$ cat config.mk
export PLATFORM = sky130hd
export DESIGN_NAME = st4_mem_flat
export DESIGN_NICKNAME = d
export VERILOG_FILES = /design/src/rtl/st4_mem_if.sv /design/src/rtl/st4_mem.sv /design/src/flat_wrapper.sv
export SDC_FILE = /design/constraint.sdc
export NUM_CORES = 1
export LEC_CHECK = 0
export BUFFER_PORTS_ARGS = -buffer_cell sky130_fd_sc_hd__buf_2
export CAP_MARGIN = 10
export CORE_MARGIN = 3
export CORE_UTILIZATION = 45
export CTS_BUF_LIST = sky130_fd_sc_hd__clkbuf_8
export CTS_CLUSTER_DIAMETER = 80
export CTS_CLUSTER_SIZE = 10
export DETAILED_ROUTE_END_ITERATION = 16
export PLACE_DENSITY = 0.85
export SKIP_LAST_GASP = 1
export SYNTH_ARGS = -nofsm -noshare
export SYNTH_HDL_FRONTEND = slang
export SYNTH_SLANG_ARGS = --single-unit
$ cat constraint.sdc
create_clock -name clk -period 5.6 [get_ports clk]
set_input_delay 1.12 -clock clk [delete_from_list [all_inputs] [get_ports clk]]
set_output_delay 1.12 -clock clk [all_outputs]
set_load 0.1 [all_outputs]
$ cat src/rtl/st4_mem_if.sv
// Bundle between the MEM stage and its surroundings: the EXE->MEM bus, the data
// RAM port and the MEM->WB results. The slave side is the st4_mem stage itself.
interface st4_mem_if;
  logic         MEM_valid;
  logic [105:0] EXE_MEM_bus_r;
  logic [31:0]  dm_addr;
  logic [3:0]   dm_wen;
  logic [31:0]  dm_wdata;
  logic [31:0]  dm_rdata;
  logic         MEM_over;
  logic [69:0]  MEM_WB_bus;
  logic [31:0]  MEM_pc;

  modport master (
    output MEM_valid, EXE_MEM_bus_r, dm_rdata,
    input  dm_addr, dm_wen, dm_wdata, MEM_over, MEM_WB_bus, MEM_pc
  );

  modport slave (
    input  MEM_valid, EXE_MEM_bus_r, dm_rdata,
    output dm_addr, dm_wen, dm_wdata, MEM_over, MEM_WB_bus, MEM_pc
  );
endinterface

$ cat src/rtl/st4_mem.sv
// Memory-access stage: byte/word loads and stores against a synchronous data RAM,
// producing a registered MEM->WB bus and a one-cycle completion pulse.
module st4_mem #(
  parameter int RD_LAT = 1
) (
  input  logic     clk,
  input  logic     reset,
  st4_mem_if.slave mem
);

  localparam logic [1:0] S_IDLE = 2'd0;
  localparam logic [1:0] S_RD   = 2'd1;
  localparam logic [1:0] S_DONE = 2'd2;
  localparam logic [1:0] S_HOLD = 2'd3;

  // Only a single-cycle RAM is supported, so read data is always ready in RD.
  localparam logic RD_READY = (RD_LAT == 1);

  function automatic logic [31:0] fmt_load(input logic [31:0] rdata, input logic word,
                                           input logic sext, input logic [1:0] lo);
    logic signed [7:0] b;
    b = rdata[8*lo +: 8];
    if (word)      return rdata;
    else if (sext) return {{24{b[7]}}, b};
    else           return {24'd0, b};
  endfunction

  logic [1:0] state, state_nxt;

  // Stage p0: field decode straight off the incoming bus
  logic [3:0]  ctrl_p0;
  logic [31:0] sdata_p0, alu_p0, pc_p0;
  logic        rfw_p0;
  logic [4:0]  wd_p0;
  logic        is_load_p0, is_store_p0, is_word_p0, accept_p0;

  assign {ctrl_p0, sdata_p0, alu_p0, rfw_p0, wd_p0, pc_p0} = mem.EXE_MEM_bus_r;
  assign is_load_p0  = ctrl_p0[3];
  assign is_store_p0 = ctrl_p0[2] & ~ctrl_p0[3];
  assign is_word_p0  = ctrl_p0[1];
  assign accept_p0   = (state == S_IDLE) & mem.MEM_valid;

  assign mem.dm_addr  = is_word_p0 ? {alu_p0[31:2], 2'b00} : alu_p0;
  assign mem.dm_wdata = is_word_p0 ? sdata_p0 : {4{sdata_p0[7:0]}};
  // Writing only on the accept cycle guarantees one write per store.
  assign mem.dm_wen   = (accept_p0 & is_store_p0 & ~reset) ?
                        (is_word_p0 ? 4'b1111 : (4'b0001 << alu_p0[1:0])) : 4'b0000;

  // Stage p1: instruction context held while the load data returns
  logic        rfw_p1, word_p1, sext_p1;
  logic [4:0]  wd_p1;
  logic [31:0] pc_p1;
  logic [1:0]  lo_p1;

  always_ff @(posedge clk) begin
    if (accept_p0) begin
      rfw_p1  <= rfw_p0;
      wd_p1   <= wd_p0;
      pc_p1   <= pc_p0;
      word_p1 <= is_word_p0;
      sext_p1 <= ctrl_p0[0];
      lo_p1   <= alu_p0[1:0];
    end
  end

  always_comb begin
    state_nxt = state;
    case (state)
      S_IDLE: if (mem.MEM_valid) state_nxt = is_load_p0 ? S_RD : S_DONE;
      S_RD: begin
        if (!mem.MEM_valid) state_nxt = S_IDLE;
        else if (RD_READY)  state_nxt = S_DONE;
      end
      S_DONE: state_nxt = mem.MEM_valid ? S_HOLD : S_IDLE;
      S_HOLD: if (!mem.MEM_valid) state_nxt = S_IDLE;
      default: state_nxt = S_IDLE;
    endcase
  end

  always_ff @(posedge clk or posedge reset) begin
    if (reset) state <= S_IDLE;
    else       state <= state_nxt;
  end

  // Stage p2: MEM->WB result, written only when an instruction completes so an
  // aborted load leaves the previous result in place
  logic [69:0] wb_p2;
  logic [31:0] pc_disp;

  always_ff @(posedge clk or posedge reset) begin
    if (reset) begin
      wb_p2   <= 70'd0;
      pc_disp <= 32'd0;
    end else begin
      if (accept_p0)
        pc_disp <= pc_p0;
      if (accept_p0 && !is_load_p0)
        wb_p2 <= {rfw_p0, wd_p0, alu_p0, pc_p0};
      else if (state == S_RD && mem.MEM_valid && RD_READY)
        wb_p2 <= {rfw_p1, wd_p1, fmt_load(mem.dm_rdata, word_p1, sext_p1, lo_p1), pc_p1};
    end
  end

  assign mem.MEM_WB_bus = wb_p2;
  assign mem.MEM_pc     = pc_disp;
  assign mem.MEM_over   = (state == S_DONE);

endmodule

$ cat src/flat_wrapper.sv
// flat-port wrapper written by rule: the top's interface ports become plain ports
module st4_mem_flat 
#(
  parameter int RD_LAT = 1
)
  (clk, reset, mem_MEM_valid, mem_EXE_MEM_bus_r, mem_dm_rdata, mem_dm_addr, mem_dm_wen, mem_dm_wdata, mem_MEM_over, mem_MEM_WB_bus, mem_MEM_pc);
  st4_mem_if mem_i ();
  input  logic clk;
  input  logic reset;
  input wire logic [$bits(mem_i.MEM_valid)-1:0] mem_MEM_valid;
  input wire logic [$bits(mem_i.EXE_MEM_bus_r)-1:0] mem_EXE_MEM_bus_r;
  input wire logic [$bits(mem_i.dm_rdata)-1:0] mem_dm_rdata;
  output wire logic [$bits(mem_i.dm_addr)-1:0] mem_dm_addr;
  output wire logic [$bits(mem_i.dm_wen)-1:0] mem_dm_wen;
  output wire logic [$bits(mem_i.dm_wdata)-1:0] mem_dm_wdata;
  output wire logic [$bits(mem_i.MEM_over)-1:0] mem_MEM_over;
  output wire logic [$bits(mem_i.MEM_WB_bus)-1:0] mem_MEM_WB_bus;
  output wire logic [$bits(mem_i.MEM_pc)-1:0] mem_MEM_pc;
  assign mem_i.MEM_valid = mem_MEM_valid;
  assign mem_i.EXE_MEM_bus_r = mem_EXE_MEM_bus_r;
  assign mem_i.dm_rdata = mem_dm_rdata;
  assign mem_dm_addr = mem_i.dm_addr;
  assign mem_dm_wen = mem_i.dm_wen;
  assign mem_dm_wdata = mem_i.dm_wdata;
  assign mem_MEM_over = mem_i.MEM_over;
  assign mem_MEM_WB_bus = mem_i.MEM_WB_bus;
  assign mem_MEM_pc = mem_i.MEM_pc;
  st4_mem #(.RD_LAT(RD_LAT)) u_core (.clk(clk), .reset(reset), .mem(mem_i));
endmodule
==> results of run 1 <==
critical path, cell delays in order:
cell	delay, ns
buf_2	0.12
nand2b_1	0.38
nor3_4	0.38
nand3_1	0.20
nor3_1	0.21
buf_2	0.45
area by class of cell:
cell class / count / area (um^2) / area share
inverters: 5 / 22.5 / 0.00264
clock buffers: 17 / 234 / 0.0274
multi-input cells: 426 / 2360 / 0.277
flip-flops and latches: 146 / 3860 / 0.452
clock inverters: 15 / 205 / 0.0240
well taps: 184 / 230 / 0.0269
repair buffers: 320 / 1620 / 0.190
state kept, by name (all words and copies together) (netlist names):
signal	count
u_core.lo_p1	2
u_core.mem.MEM_WB_bus	70
u_core.mem.MEM_pc	32
u_core.pc_p1	32
u_core.rfw_p1	1
u_core.sext_p1	1
u_core.state	2
u_core.wd_p1	5
u_core.word_p1	1
cell usage after synthesis:
cell type	count
nand2_1	159
dfrtp_1	104
nor2_1	61
edfxtp_1	42
a31oi_1	40
buf_4	39
mux2_2	32
a21oi_1	31
buf_2	19
clkbuf_1	19
nand2b_1	18
o22ai_1	16
a211oi_1	9
or3_1	9
o21bai_1	7
nor3_1	6
o21ai_0	6
inv_1	5
nand3b_1	5
o221a_2	5
o221ai_1	5
nor2b_1	4
mux2i_1	3
buf_1	2
buf_6	2
a31oi_4	1
and3_1	1
clkbuf_2	1
mux4_2	1
nand3_1	1
nor3_2	1
nor3b_4	1
o211ai_1	1
o21a_1	1
o31a_1	1
o31ai_1	1
metal layers:
| metal | track usage | share of wire |
|---|---|---|
| met1 | 0.292 | 0.39 |
| met4 | 0.0824 | 0.030 |
| met3 | 0.0625 | 0.088 |
| met2 | 0.390 | 0.49 |
| met5 | 0 | 0 |
cell families (layout without fill, tap and decap cells):
group / after synthesis / after routing / share of synthesized area
and+or+nand+nor: 266 / 266 / 0.168
DFF: 146 / 146 / 0.575
buffers and inverters: 87 / 357 / 0.0763
AOI/OAI and AO/OA: 124 / 124 / 0.120
muxes: 36 / 36 / 0.0614
worst max path at each step:
stage	endpoint	slack [ns]	depth (start not counted)
final	mem_dm_wen[0]	1.61	6
after global routing	mem_dm_wen[0]	1.48	6
after CTS	mem_dm_wen[0]	1.59	6
after detailed placement	mem_dm_wen[0]	1.61	6
after global placement	mem_dm_wen[0]	1.61	6
after floorplan	mem_dm_wen[0]	-0.20	3
where the power goes:
part           internal [W]  switching, W
Clock              0.000493      0.000424
Combinational      0.000306       0.00170
Sequential          0.00127     0.0000959
through the flow:
step	power, W	setup TNS, ns	area, um^2
floorplan	0.00306	-0.197	6730
global placement	0.00337	0	8110
detailed placement	0.00340	0	8110
CTS	0.00432	0	8540
global route	0.00445	0	8540
finish	0.00429	0	8540
==> results.toml, run 1 <==
[clocking]
numCtsBuffers = 17
post_cts_buffers = 0
cts.repair.resized = 0
clockRootBuffer = "clkbuf_8"
cts_hold_buf = 0
insertion_delay_ns = 0.43
htree_levels = 4
numClockSinks = 146
clockBufferDepth = 2
clk_pin_slew_worst_paths_ns = 0.09
cts_tree = "done"

[worst_setup_path]
timing.critical_path.from = "mem_MEM_valid"
critPathKind = "in -> out"
end_kind = "output port"
timing.rr.start = "u_core.state[1]"
critical_path_required_ns = 4.48
cp-start-kind = "input pin"
r2r_cells = 4
cp_max_fo = 18
cp.arrival_ns = 2.87
r2r_end = "u_core.mem.MEM_WB_bus[5]"
rrSetupSlack_ns = 2.92

[power_and_ir_drop]
peakVddDrop_uv = 524
p_leak_nw = 4.03
p_per_area_nw_per_um2 = 503

[place]
placed_cells = 1081
io_buffers = 311
place_hpwl_um = 14300
gp_congestion = 0.910
dp_slack_ns = 1.61

[yosys]
synthCells = 659
synth.distinct_cells = 36
yosysTopAreaCellShare = 0.387
synthTopCellsByArea = "dfrtp_1 (39%), edfxtp_1 (19%), nand2_1 (8.9%)"
seq_area_frac_synth = 0.575
synth_area_um2 = 6730
synth_area_per_cell_um2 = 10.2
ys_warn_count = 0
syn-num-nets = 800
ys_ff_latch = 146
synth_top_area_cell = "dfrtp_1"

[die]
rows = 44
die_x_um = 128
die-area_um2 = 16400
ios = 312
start_util = 0.461
fp.dieH_um = 128
core-area_um2 = 14600

[global_routing]
grt_max_degree = 75
antenna_found_initial = 0
grt_pass1_vias = 5775
grt_pass1_wl_um = 30000
grt.total_usage = 0.233
overflow = 0

[sta]
setup_viol = 0
tightest_slew_ns = 0.961
fin_ws_ns = 1.61
rsz0062_at_grt = "no"
clock_skew_ns = 0.00737
hold_viol = 0
fin_hold_ws_ns = 0.505
drv_slew = 0
fin_crit_ns = 3.99
timing.fmax_mhz = 251
timing.final.crit_share = 0.712
relSlewSlack = 0.359

[routing]
drc = 0
num_vias = 5922
viasPerCell = 5.32
wl_um = 19600
drtIter0Drc = 468
ant_nets = 0
wire_per_inst_um = 17.6
first_pass_iters = 7

[hold_path]
holdPathStages = 1
min_path_type = "reg -> reg"
holdPathEnd = "u_core.mem.MEM_pc[8]"
hp-start = "u_core.mem.MEM_pc[8]"

[finish]
area_growth_pct = 27.1
final_nets = 1057
mostFrequentLayoutCells = "buf_2 (311), nand2_1 (158), dfrtp_1 (104)"
drive_gt1_frac = 0.425
final_common_cell = "buf_2"
fillCellCount = 1213
antenna_cells = 0
postLayoutCoreUtil = 0.586
finalNonFillerCells = 1113

[flow_run]
drv_cap = 0

[run_status]
status = "finished, final reports clean"
No activity file was read; power rests on OpenSTA's default activity.
==> inputs of run 2 (changes only) <==
ABC_AREA = 1   (was unset)
PLACE_DENSITY = 0.86   (was 0.85)
clock period = 3.65 ns   (was 5.6 ns; I/O delays follow)
==> run 2 against run 1 <==
  * Wire length grew 11%
  * Critical path depth shrank 1
  * Critical path type unchanged
  * First-iteration DRC count grew 17%
  * Design area grew 7.5%
  * Critical endpoint is now mem_dm_wdata[23]
  * Sequential power grew 50%
==> results.toml, run 2 <==
[routing]
viasPerCell = 4.89
wl_um = 21700
drc = 0
ant_nets = 0
num_vias = 6986
drtIter0Drc = 549
first_pass_iters = 5
wire_per_inst_um = 15.2

[global_routing]
grt_max_degree = 72
antenna_found_initial = 1
grt_pass1_vias = 6627
grt.total_usage = 0.242
overflow = 0
grt_pass1_wl_um = 34200

[worst_setup_path]
r2r_end = "u_core.mem.MEM_WB_bus[24]"
cp_num_buf_inv = 3
cpLargestDelayFamily = "buffers and inverters"
timing.rr.start = "u_core.state[1]"
slowest_delay_ns = 0.42
end_kind = "output port"
rrSetupSlack_ns = 1.26
cp.arrival_ns = 2.19
crit_slowest_cell = "clkinv_1"
cp-start-kind = "input pin"
critPathKind = "in -> out"
path_cells = "buf_2 -> clkinv_1 -> nand2_1 -> nand2_1 -> buf_2"
critical_path_required_ns = 2.92
cp_max_fo = 30
r2r_cells = 8

[yosys]
ys.flop_type = "dfrtp_1"
seq_area_frac_synth = 0.531
ys_ff_latch = 146
synthCells = 949
synth_edf_count = 42
syn-num-nets = 1090
synthTopCellsByArea = "dfrtp_1 (36%), nand2_1 (22%), edfxtp_1 (17%)"
synth_area_per_cell_um2 = 7.67
synth_common_cells = "nand2_1 (431), inv_1 (109), dfrtp_1 (104)"
ys_warn_count = 0
async_flop_share = 0.712
yosysTopAreaCellShare = 0.358
synth_most_common_cell = "nand2_1"
synth_top_area_cell = "dfrtp_1"
synth.distinct_cells = 25
synth_area_um2 = 7280

[sta]
fin_hold_ws_ns = 0.450
drv_slew = 0
fin_crit_ns = 2.92
timing.fmax_mhz = 342
setup_viol = 0
timing.final.crit_share = 0.801
tightest_slew_ns = 0.842
clock_skew_ns = 0.0128
rsz0062_at_grt = "no"
hold_viol = 0
relSlewSlack = 0.438

[clocking]
htree_levels = 4
cts_tree = "done"
clockBufferDepth = 2
insertion_delay_ns = 0.46
numCtsBuffers = 17
post_cts_buffers = 0
numClockSinks = 146
clockRootBuffer = "clkbuf_8"
cts_hold_buf = 0
clk_pin_slew_worst_paths_ns = 0.09
cts.repair.resized = 0

[die]
ios = 312
fp.dieH_um = 133
rows = 45
die_x_um = 133
die-area_um2 = 17700
core-area_um2 = 15500
start_util = 0.470

[place]
gp_congestion = 0.921
io_buffers = 311
place_hpwl_um = 15400

[finish]
largest_reg_flops = 70
antenna_cells = 0
multi_input_area_um2 = 2470
area_growth_pct = 26.2
area.sequential_um2 = 3860
postLayoutCoreUtil = 0.593
mostFrequentLayoutCells = "nand2_1 (431), buf_2 (307), inv_1 (107)"
fillCellCount = 1347
final_nets = 1346
final_common_cell = "nand2_1"
drive_gt1_frac = 0.300

[power_and_ir_drop]
p_per_area_nw_per_um2 = 691
p_leak_nw = 5.38
peakVddDrop_uv = 535

[run_status]
status = "finished, final reports clean"

[hold_path]
min_path_type = "in -> async"

[flow_run]
drv_cap = 0
[run 2: worst min-delay path, stage by stage]
cell and delay, ns:
buf_2 0.12, clkinvlp_4 0.07, buf_4 0.44
[run 2: cell families after synthesis]
| family | Yosys count | share of synthesized area |
|---|---|---|
| AND/OR/NAND/NOR | 514 | 0.272 |
| buffers and inverters | 196 | 0.129 |
| flip-flops | 146 | 0.531 |
| AO/OA/AOI/OAI | 93 | 0.0678 |
[run 2: through the flow]
step           total power, W  setup TNS [ns]  instances  worst slack (ns)  area, um^2
6_report              0.00635               0       1429             0.725        9180
3_3_place_gp          0.00496               0       1397             0.870        8740
2_1_floorplan         0.00448           -2.55        949             -1.22        7280
5_1_grt               0.00659               0       1429             0.634        9180
3_5_place_dp          0.00499               0       1397             0.771        8740
4_1_cts               0.00638               0       1429             0.774        9180
[run 2: area by class of cell]
type | instances | share of cell area
Tap cell | 211 | 0.0287
Multi-Input combinational cell | 607 | 0.269
Clock buffer | 17 | 0.0255
Timing Repair Buffer | 320 | 0.186
Clock inverter | 15 | 0.0229
Sequential cell | 146 | 0.421
Inverter | 113 | 0.0466
[run 2: routing by layer]
metal	vias to the layer above	global-route usage	routed length, um
li1	3361	-	-
met1	3265	0.318	8920
met2	314	0.401	10500
met3	44	0.0551	1830
met4	2	0.0806	504
met5	-	0	7
[run 2: how the worst max path moves through the flow]
stage / start / end / slack [ns] / cells after the start
2_1_floorplan: reset / mem_dm_wen[0] / -1.22 / 3
3_3_place_gp: mem_EXE_MEM_bus_r[103] / mem_dm_wdata[23] / 0.87 / 5
3_5_place_dp: mem_EXE_MEM_bus_r[103] / mem_dm_wdata[23] / 0.77 / 5
4_1_cts: mem_EXE_MEM_bus_r[103] / mem_dm_wdata[23] / 0.77 / 5
5_1_grt: mem_EXE_MEM_bus_r[103] / mem_dm_wdata[31] / 0.63 / 5
6_report: mem_EXE_MEM_bus_r[103] / mem_dm_wdata[23] / 0.73 / 5
[run 2: report_power, final]
| group | internal, W | switching, W |
|---|---|---|
| logic | 0.000399 | 0.00250 |
| clock network | 0.000653 | 0.000734 |
| registers | 0.00193 | 0.000132 |
